===== src/rtl/stopwatch_pkg.sv =====
// stopwatch_pkg: state encoding, display digit codes and BCD increment shared by the stopwatch.
package stopwatch_pkg;
    typedef enum logic [1:0] {IDLE, RUN, PAUSE, OVF} state_e;
    localparam logic [3:0] DIG_DASH = 4'hA;
    localparam logic [3:0] DIG_BLANK = 4'hB;
    localparam logic [3:0] DIG_MAX = 4'd9;
    localparam logic [15:0] X_OVF = {4{DIG_DASH}};
    localparam logic [15:0] X_MAX = {4{DIG_MAX}};

    // Ripple-carry increment of four BCD digits; 9999 wraps to 0000.
    function automatic logic [15:0] bcd_inc(input logic [15:0] v);
        logic [15:0] r;
        logic c;
        r = v;
        c = 1'b1;
        for (int i = 0; i < 4; i++) begin
            if (c) begin
                if (v[4*i +: 4] == DIG_MAX) begin
                    r[4*i +: 4] = 4'd0;
                end else begin
                    r[4*i +: 4] = v[4*i +: 4] + 4'd1;
                    c = 1'b0;
                end
            end
        end
        return r;
    endfunction
endpackage


===== src/rtl/stopwatch_bcd_counter_btn_edge_sync.sv =====
// btn_edge_sync: two-flop synchroniser plus a third flop giving a one-cycle rising-edge event.
module btn_edge_sync (
    input  logic clk,
    input  logic clr,
    input  logic btn_in,
    output logic evt
);
    logic [2:0] sh_q;

    always_ff @(posedge clk or posedge clr) begin
        if (clr) sh_q <= '0;
        else sh_q <= {sh_q[1:0], btn_in};
    end

    assign evt = sh_q[1] & ~sh_q[2];
endmodule


===== src/rtl/stopwatch_bcd_counter.sv =====
// stopwatch_bcd_counter: SS.cc BCD stopwatch with start/stop, zero and overflow dashes.
// Lap snapshot display is built only when STOPWATCH_LAP_EN is defined.
module stopwatch_bcd_counter
    import stopwatch_pkg::*;
#(
    parameter int unsigned TICK_DIV = 1_000_000
) (
    input  logic        clk,
    input  logic        clr,
    input  logic        btn_ss,
    input  logic        btn_zero,
    input  logic        btn_lap,
    output logic [15:0] x,
    output logic        running,
    output logic        ovf,
    output logic        lap_active
);
    localparam int PW = $clog2(TICK_DIV);

    state_e        state_q, state_d;
    logic [PW-1:0] pre_q, pre_d;
    logic [15:0]   cnt_q, cnt_d, cnt_inc, x_q, x_d;
    logic          ss_evt, zero_evt, tick, at_max;

    btn_edge_sync u_ss   (.clk(clk), .clr(clr), .btn_in(btn_ss),   .evt(ss_evt));
    btn_edge_sync u_zero (.clk(clk), .clr(clr), .btn_in(btn_zero), .evt(zero_evt));

    assign tick    = (state_q == RUN) && (pre_q == PW'(TICK_DIV - 1));
    assign at_max  = cnt_q == X_MAX;
    assign cnt_inc = bcd_inc(cnt_q);

    always_comb begin
        state_d = state_q;
        pre_d   = pre_q;
        cnt_d   = cnt_q;
        case (state_q)
            IDLE: state_d = ss_evt ? RUN : IDLE;
            RUN: begin
                pre_d = tick ? '0 : pre_q + PW'(1);
                // Overflow wins; digits stay at 9999 behind the dash display.
                if (tick && at_max) begin
                    state_d = OVF;
                end else begin
                    cnt_d   = tick ? cnt_inc : cnt_q;
                    state_d = ss_evt ? PAUSE : RUN;
                end
            end
            PAUSE, OVF: begin
                if (zero_evt) begin
                    state_d = IDLE;
                    cnt_d   = '0;
                    pre_d   = '0;
                end else if (ss_evt && state_q == PAUSE) begin
                    state_d = RUN;
                end
            end
            default: state_d = IDLE;
        endcase
    end

    always_ff @(posedge clk or posedge clr) begin
        if (clr) begin
            state_q <= IDLE;
            pre_q   <= '0;
            cnt_q   <= '0;
            x_q     <= '0;
        end else begin
            state_q <= state_d;
            pre_q   <= pre_d;
            cnt_q   <= cnt_d;
            x_q     <= x_d;
        end
    end

`ifdef STOPWATCH_LAP_EN
    logic        lap_evt, lap_q, lap_d;
    logic [15:0] snap_q, snap_d;

    btn_edge_sync u_lap (.clk(clk), .clr(clr), .btn_in(btn_lap), .evt(lap_evt));

    // Snapshot takes the post-increment count; the hold drops whenever RUN is left.
    always_comb begin
        lap_d  = lap_q;
        snap_d = snap_q;
        if (state_q == RUN && lap_evt) begin
            lap_d  = ~lap_q;
            snap_d = lap_q ? snap_q : cnt_d;
        end
        if (state_d != RUN) lap_d = 1'b0;
    end

    always_ff @(posedge clk or posedge clr) begin
        if (clr) begin
            lap_q  <= 1'b0;
            snap_q <= '0;
        end else begin
            lap_q  <= lap_d;
            snap_q <= snap_d;
        end
    end

    assign lap_active = lap_q;
    assign x_d        = (state_d == OVF) ? X_OVF : lap_d ? snap_d : cnt_d;
`else
    logic unused_lap;
    assign unused_lap = btn_lap;
    assign lap_active = 1'b0;
    assign x_d        = (state_d == OVF) ? X_OVF : cnt_d;
`endif

    assign x       = x_q;
    assign running = state_q == RUN;
    assign ovf     = state_q == OVF;
endmodule


===== config.mk =====
export PLATFORM = sky130hd
export DESIGN_NAME = stopwatch_bcd_counter
export DESIGN_NICKNAME = d
export VERILOG_FILES = /design/src/rtl/stopwatch_pkg.sv /design/src/rtl/stopwatch_bcd_counter_btn_edge_sync.sv /design/src/rtl/stopwatch_bcd_counter.sv
export SDC_FILE = /design/constraint.sdc
export NUM_CORES = 1
export LEC_CHECK = 0
export ABC_CLOCK_PERIOD_IN_PS = 5200
export CAP_MARGIN = 30
export CORE_AREA = 2 2 61 106
export DETAILED_ROUTE_END_ITERATION = 16
export DIE_AREA = 0 0 63 108
export MAX_ROUTING_LAYER = met4
export PLACE_DENSITY = 0.85
export SLEW_MARGIN = 20
export SYNTH_ARGS = -nofsm -noshare
export SYNTH_HDL_FRONTEND = slang
export SYNTH_SLANG_ARGS = --single-unit

===== constraint.sdc =====
create_clock -name clk -period 5.2 [get_ports clk]
set_input_delay 1.04 -clock clk [delete_from_list [all_inputs] [get_ports clk]]
set_output_delay 1.04 -clock clk [all_outputs]
set_load 0.01 [all_outputs]

---- After elaboration in Yosys (flattened, before gate mapping) ----
Index checks and enable logic that the tools add are counted.
W data, S select, Z words.
cells by class
  reduce and logical (&&, ||, !) cells .... 7
  bitwise operators ....................... 4
  $add $sub $neg .......................... 5
  mux-type cells .......................... 26
  eq/ne operators ......................... 11
operators with widths
  cell                     number
  $mux W16                 4
  $mux W20                 2
  $pmux W20 S2             1
  $pmux W16 S2             1
  $mux W4                  7
  $add A20 B1 Y20 const B  1
  $eq A20 B20 Y1 const B   1
  $add A4 B1 Y4 const B    4
  $eq A16 B16 Y1 const B   1
  $eq A4 B4 Y1 const B     4
  $mux W2                  4
  $eq A2 B2 Y1 const B     3
  $mux W1                  6
  $pmux W2 S3              1
  $logic_and A1 B1 Y1      3
  $and A1 B1 Y1            2
  $eq A2 B1 Y1 const B     1
  $logic_not A2 Y1         1
  $ne A2 B1 Y1 const B     1
  $not A1 Y1               2
  $reduce_and A2 Y1        1
  $reduce_bool A2 Y1       1
  $reduce_or A2 Y1         1
storage, ports and cells
  register bits after elaboration ......... 60
  word-level logic and storage cells ...... 59
  input port bits ......................... 5
  output and inout bits ................... 19

---- Depth between registers and ports, before layout ----
  word-level depth ........................ 9
  gate-level depth with buffers ........... 9
  depth with buffers taken out ............ 7

---- Cells and area by module ----
From an unflattened synthesis, not the netlist that was laid out.
second synthesis, totals
  cells, all modules ...................... 315
  area, all modules ....................... 3,086.7 um2
modules (own cells, without submodules)
  module                 instances  cells each  seq. area each (um2)  area an instance (um2)
  stopwatch_bcd_counter  1          305         1,351.3               2,901.5
  btn_edge_sync          2          5           75.1                  92.6

---- Worst setup path before layout ----
Ideal clock, no wire load.
  path kind ............................... register -> output
  from .................................... reg state_q[1]
  to ...................................... out running
  data required time ...................... 4.160 ns
  data arrival time ....................... 0.949 ns
  path buffers ............................ 1
  slack ................................... 3.211 ns
  cell stages (with the launch flop) ...... 4
  cells stage by stage .................... dfrtp_1 nand2b_1 inv_1 clkbuf_1
on the way
  word-level cells in the longest chain between the ends .. 1
ends and longest elaborated chain
  element                 line                          RTL
  start, declared         stopwatch_bcd_counter.sv:20   state_e state_q, state_d;
  start signal, assigned  stopwatch_bcd_counter.sv:68   state_q <= state_d;
  $eq A2 B1 Y1            stopwatch_bcd_counter.sv:112  assign running = state_q == RUN;
  end, declared           stopwatch_bcd_counter.sv:14   output logic running,
Every way passes these cells.

---- Final worst setup path ----
Ends and elaborated chain as after synthesis.

==> impl_metrics.xml <==
<?xml version="1.0" encoding="UTF-8"?>
<metrics>
  <group name="status">
    <metric name="status" unit="">finished clean</metric>
  </group>
  <group name="final_layout">
    <metric name="area_growth_syn_to_layout" unit="%">15.90</metric>
    <metric name="finalNetCount" unit="">340</metric>
    <metric name="layout.filler_cells" unit="">491</metric>
    <metric name="final_cell_area" unit="µm²">3647</metric>
    <metric name="fraction_of_final_layout_cells_with_drive_strength_greater_than_1" unit="%">12.61</metric>
    <metric name="post-route-util" unit="%">62.03</metric>
    <metric name="insertedDiodeCount" unit="">0</metric>
  </group>
  <group name="logic_synthesis">
    <metric name="ys_types" unit="">59</metric>
    <metric name="synth-seq-cells" unit="">60</metric>
    <metric name="async_flop_share" unit="%">100.0</metric>
    <metric name="synth_nets" unit="">318</metric>
    <metric name="synth_xor_xnor_area_share" unit="%">0.2783</metric>
    <metric name="synth-seq-area-share" unit="%">47.71</metric>
    <metric name="synth_edf_count" unit="">0</metric>
    <metric name="combinational_family_with_the_most_area_after_synthesis" unit="">simple AND/OR/NAND/NOR gates</metric>
    <metric name="area_fraction_in_compound_gates_after_synthesis" unit="%">17.02</metric>
    <metric name="post_synth_fa_ha_maj_area_fraction" unit="%">2.783</metric>
    <metric name="yosys_warnings" unit="">0</metric>
    <metric name="syn_area_per_cell" unit="µm²">10.28</metric>
    <metric name="synth_mux_area_share" unit="%">2.624</metric>
    <metric name="synth_top_flop_cell" unit="">sky130_fd_sc_hd__dfrtp_1</metric>
    <metric name="synth_cells" unit="">306</metric>
    <metric name="syn_area" unit="µm²">3147</metric>
    <metric name="synth_simple_gate_area_share" unit="%">25.84</metric>
  </group>
  <group name="worst_hold_path">
    <metric name="worstHoldEndpoint" unit="">u_ss.sh_q[1]</metric>
    <metric name="min-delay-start" unit="">u_ss.sh_q[0]</metric>
    <metric name="worst_hold_path_type" unit="">flip-flop to flip-flop</metric>
    <metric name="whs_path_depth" unit="">0</metric>
  </group>
  <group name="critical_path">
    <metric name="critical_path_class" unit="">flip-flop to primary output</metric>
    <metric name="start_kind" unit="">flip-flop</metric>
    <metric name="critical_path_buf_inv_count" unit="">2</metric>
    <metric name="worst_ep_arrival_time" unit="ps">2250</metric>
    <metric name="worst_r2r_path_depth" unit="">5</metric>
    <metric name="setup.worst_path.end_class" unit="">primary output</metric>
    <metric name="startpoint_of_the_worst_slack_reg_to_reg_timing_path" unit="">pre_q[13]</metric>
    <metric name="worst_path_max_delay_cell" unit="">sky130_fd_sc_hd__clkdlybuf4s50_1</metric>
    <metric name="critPathMaxFanout" unit="">11</metric>
    <metric name="ff2ff_setup_slack" unit="ps">2860</metric>
    <metric name="timing.critical_path.cells" unit="">nand2b_1 -&gt; inv_1 -&gt; clkdlybuf4s50_1</metric>
    <metric name="cpPeakStageDelay" unit="ps">630</metric>
    <metric name="timing.rr.end" unit="">pre_q[7]</metric>
    <metric name="crit_family" unit="">buffers and inverters</metric>
    <metric name="cp_data_required_time" unit="ps">4160</metric>
  </group>
  <group name="place">
    <metric name="gpl.final_weighted_congestion" unit="">0.9304</metric>
    <metric name="count_of_input_and_output_buffers" unit="">21</metric>
    <metric name="dp_hpwl" unit="µm">4936</metric>
    <metric name="dpl_cell_area" unit="µm²">3405</metric>
    <metric name="detailedPlace.worstSlack" unit="ps">2280</metric>
  </group>
  <group name="global_route">
    <metric name="grt_first_pass_wirelength" unit="µm">12350</metric>
    <metric name="grt_antenna_before_repair" unit="">0</metric>
    <metric name="gr-usage-all-layers" unit="%">24.24</metric>
    <metric name="maximum_number_of_pins_on_one_net_before_global_route_repair" unit="">61</metric>
    <metric name="via_count_of_the_first_global_routing_pass" unit="">2597</metric>
    <metric name="grt_overflow_total" unit="">0</metric>
  </group>
  <group name="floorplanning">
    <metric name="start_util" unit="%">53.52</metric>
    <metric name="die_area" unit="µm²">6804</metric>
    <metric name="die_w" unit="µm">63</metric>
    <metric name="core_area" unit="µm²">5879</metric>
    <metric name="floorplan.die.height" unit="µm">108</metric>
    <metric name="core.rowCount" unit="">37</metric>
    <metric name="io-pin-count" unit="">24</metric>
  </group>
  <group name="power">
    <metric name="power.leakage" unit="nW">1.622</metric>
    <metric name="power.ir.vdd_worst" unit="µV">265.2</metric>
    <metric name="powerDensity" unit="nW/µm²">406.8</metric>
  </group>
  <group name="clock_tree">
    <metric name="clock_tree.buffer_depth" unit="">2</metric>
    <metric name="tritoncts" unit="">built</metric>
    <metric name="clk_root_buffer_cell" unit="">sky130_fd_sc_hd__clkbuf_8</metric>
    <metric name="tritoncts_num_sinks" unit="">60</metric>
    <metric name="post_cts_resized" unit="">0</metric>
    <metric name="tritoncts_buffers" unit="">9</metric>
    <metric name="postCtsHoldBufs" unit="">0</metric>
    <metric name="htree_depth" unit="">3</metric>
    <metric name="worst_setup_hold_path_clk_slew" unit="ps">60</metric>
    <metric name="cts_setup_buffers" unit="">0</metric>
    <metric name="clk_latency" unit="ps">350</metric>
  </group>
  <group name="route">
    <metric name="detail_route.drc_violations" unit="">0</metric>
    <metric name="via_per_inst" unit="">6.226</metric>
    <metric name="drtPass1Iterations" unit="">5</metric>
    <metric name="route.vias.total" unit="">2559</metric>
    <metric name="drt-wirelength-per-cell" unit="µm">17.41</metric>
    <metric name="drt_iter0_drc" unit="">155</metric>
    <metric name="drt.antenna.violating_nets" unit="">0</metric>
    <metric name="route.final.wire_length" unit="µm">7154</metric>
  </group>
  <group name="timing">
    <metric name="setup-tns-final" unit="ps">0</metric>
    <metric name="fmax" unit="GHz">0.3039</metric>
    <metric name="grt_setup_unrepaired" unit="">no</metric>
    <metric name="whs" unit="ps">353.2</metric>
    <metric name="final_worst_slack" unit="ps">1909</metric>
    <metric name="worst_slew_margin_rel" unit="%">51.03</metric>
    <metric name="finalClockSkew" unit="ps">13.55</metric>
    <metric name="final_hold_viol_count" unit="">0</metric>
    <metric name="setup_viol_count_final" unit="">0</metric>
    <metric name="slew_viol_final" unit="">0</metric>
    <metric name="worstMarginPinSlew" unit="ps">734.6</metric>
    <metric name="period_share" unit="%">63.28</metric>
    <metric name="final_period_minus_worst_setup_slack" unit="ps">3291</metric>
  </group>
  <group name="job">
    <metric name="maxCapViolCount" unit="">0</metric>
  </group>
</metrics>
==> worst reg2reg max path, cell delays in order, from the launching register on <==
cell and delay [ps]:
sky130_fd_sc_hd__dfrtp_1 460, sky130_fd_sc_hd__nor4_4 320, sky130_fd_sc_hd__nand4_2 350, sky130_fd_sc_hd__o21ai_2 570, sky130_fd_sc_hd__o21ai_0 210, sky130_fd_sc_hd__a22o_2 310
==> cell usage in the layout, fill, tap and decap left out, drive strengths merged, types with 3 or more instances in the layout <==
cell type,instances
a211oi,3
a21o,3
a21oi,13
a221o,4
a22o,7
a31oi,6
and2,8
and3,4
and3b,3
clkbuf,12
clkdlybuf4s50,21
dfrtp,60
ha,7
inv,15
mux2i,6
nand2,27
nand2b,5
nand3,13
nand3b,4
nand4,10
nor2,12
nor3,8
nor4,10
o211ai,5
o21a,3
o21ai,23
or3,5
or4,3
==> through the flow <==
stage | total power, mW | cells
6_report | 1.484 | 411
5_1_grt | 1.553 | 411
4_1_cts | 1.478 | 410
3_5_place_dp | 0.9890 | 394
3_3_place_gp | 0.9758 | 394
2_1_floorplan | 0.8413 | 306
==> worst max path at each step <==
| stage | to | depth (start not counted) | start | slack, ps |
|---|---|---|---|---|
| global placement | running | 3 | state_q[1] | 2300 |
| detailed placement | running | 3 | state_q[1] | 2280 |
| global route | running | 3 | state_q[1] | 1790 |
| floorplan | cnt_q[0] | 1 | clr | 2680 |
| CTS | running | 3 | state_q[1] | 1900 |
| finish | running | 3 | state_q[1] | 1910 |
==> power breakdown <==
group | internal [mW] | switching (mW) | total, mW
registers | 0.518 | 0.0529 | 0.570
logic | 0.156 | 0.267 | 0.422
clock network | 0.307 | 0.184 | 0.491
total | 0.980 | 0.503 | 1.48
==> sequential cells by signal (all words and copies together), names as in the netlist <==
name / count
pre_q: 20
cnt_q: 16
x: 16
u_ss.sh_q: 3
u_zero.sh_q: 3
state_q: 2
==> kinds of logic (layout without fill, tap and decap cells) <==
| group | count (synthesis) | in the layout |
|---|---|---|
| muxes | 8 | 8 |
| xor gates and xnor gates | 1 | 1 |
| buffers and inverters | 27 | 54 |
| DFF | 60 | 60 |
| and+or+nand+nor | 124 | 124 |
| adders and majority gates | 7 | 7 |
| AOI/OAI and AO/OA | 78 | 78 |
| other | 1 | 1 |
==> per-layer routing <==
metal | GRT usage (%) | share of wire [%]
met1 | 27.05 | 39
met2 | 39.74 | 54
met3 | 5.411 | 3.9
met4 | 14.13 | 2.8
met5 | - | 0
==> final cells by class <==
type | instances | area, µm² | share of cell area [%]
clock buffers | 12 | 165.2 | 4.528
clock inverters | 4 | 70.07 | 1.921
inverters | 15 | 56.30 | 1.544
multi-input cells | 219 | 1531 | 41.99
flip-flops and latches | 60 | 1501 | 41.17
well taps | 78 | 97.59 | 2.676
repair buffers | 23 | 225.2 | 6.175
==> cell usage after synthesis (7+ instances only) <==
cell type	number	share of area, %
sky130_fd_sc_hd__dfrtp_1	60	48
sky130_fd_sc_hd__nand2_1	26	3.1
sky130_fd_sc_hd__o21ai_0	21	3.3
sky130_fd_sc_hd__inv_1	15	1.8
sky130_fd_sc_hd__a21oi_1	13	2.1
sky130_fd_sc_hd__nand3_1	12	1.9
sky130_fd_sc_hd__nor2_1	12	1.4
sky130_fd_sc_hd__and2_1	8	1.6
sky130_fd_sc_hd__ha_1	7	2.8
sky130_fd_sc_hd__nand4_1	7	1.4
sky130_fd_sc_hd__nor3_1	7	1.1
Note: power is estimated with default switching activity, not from simulation.
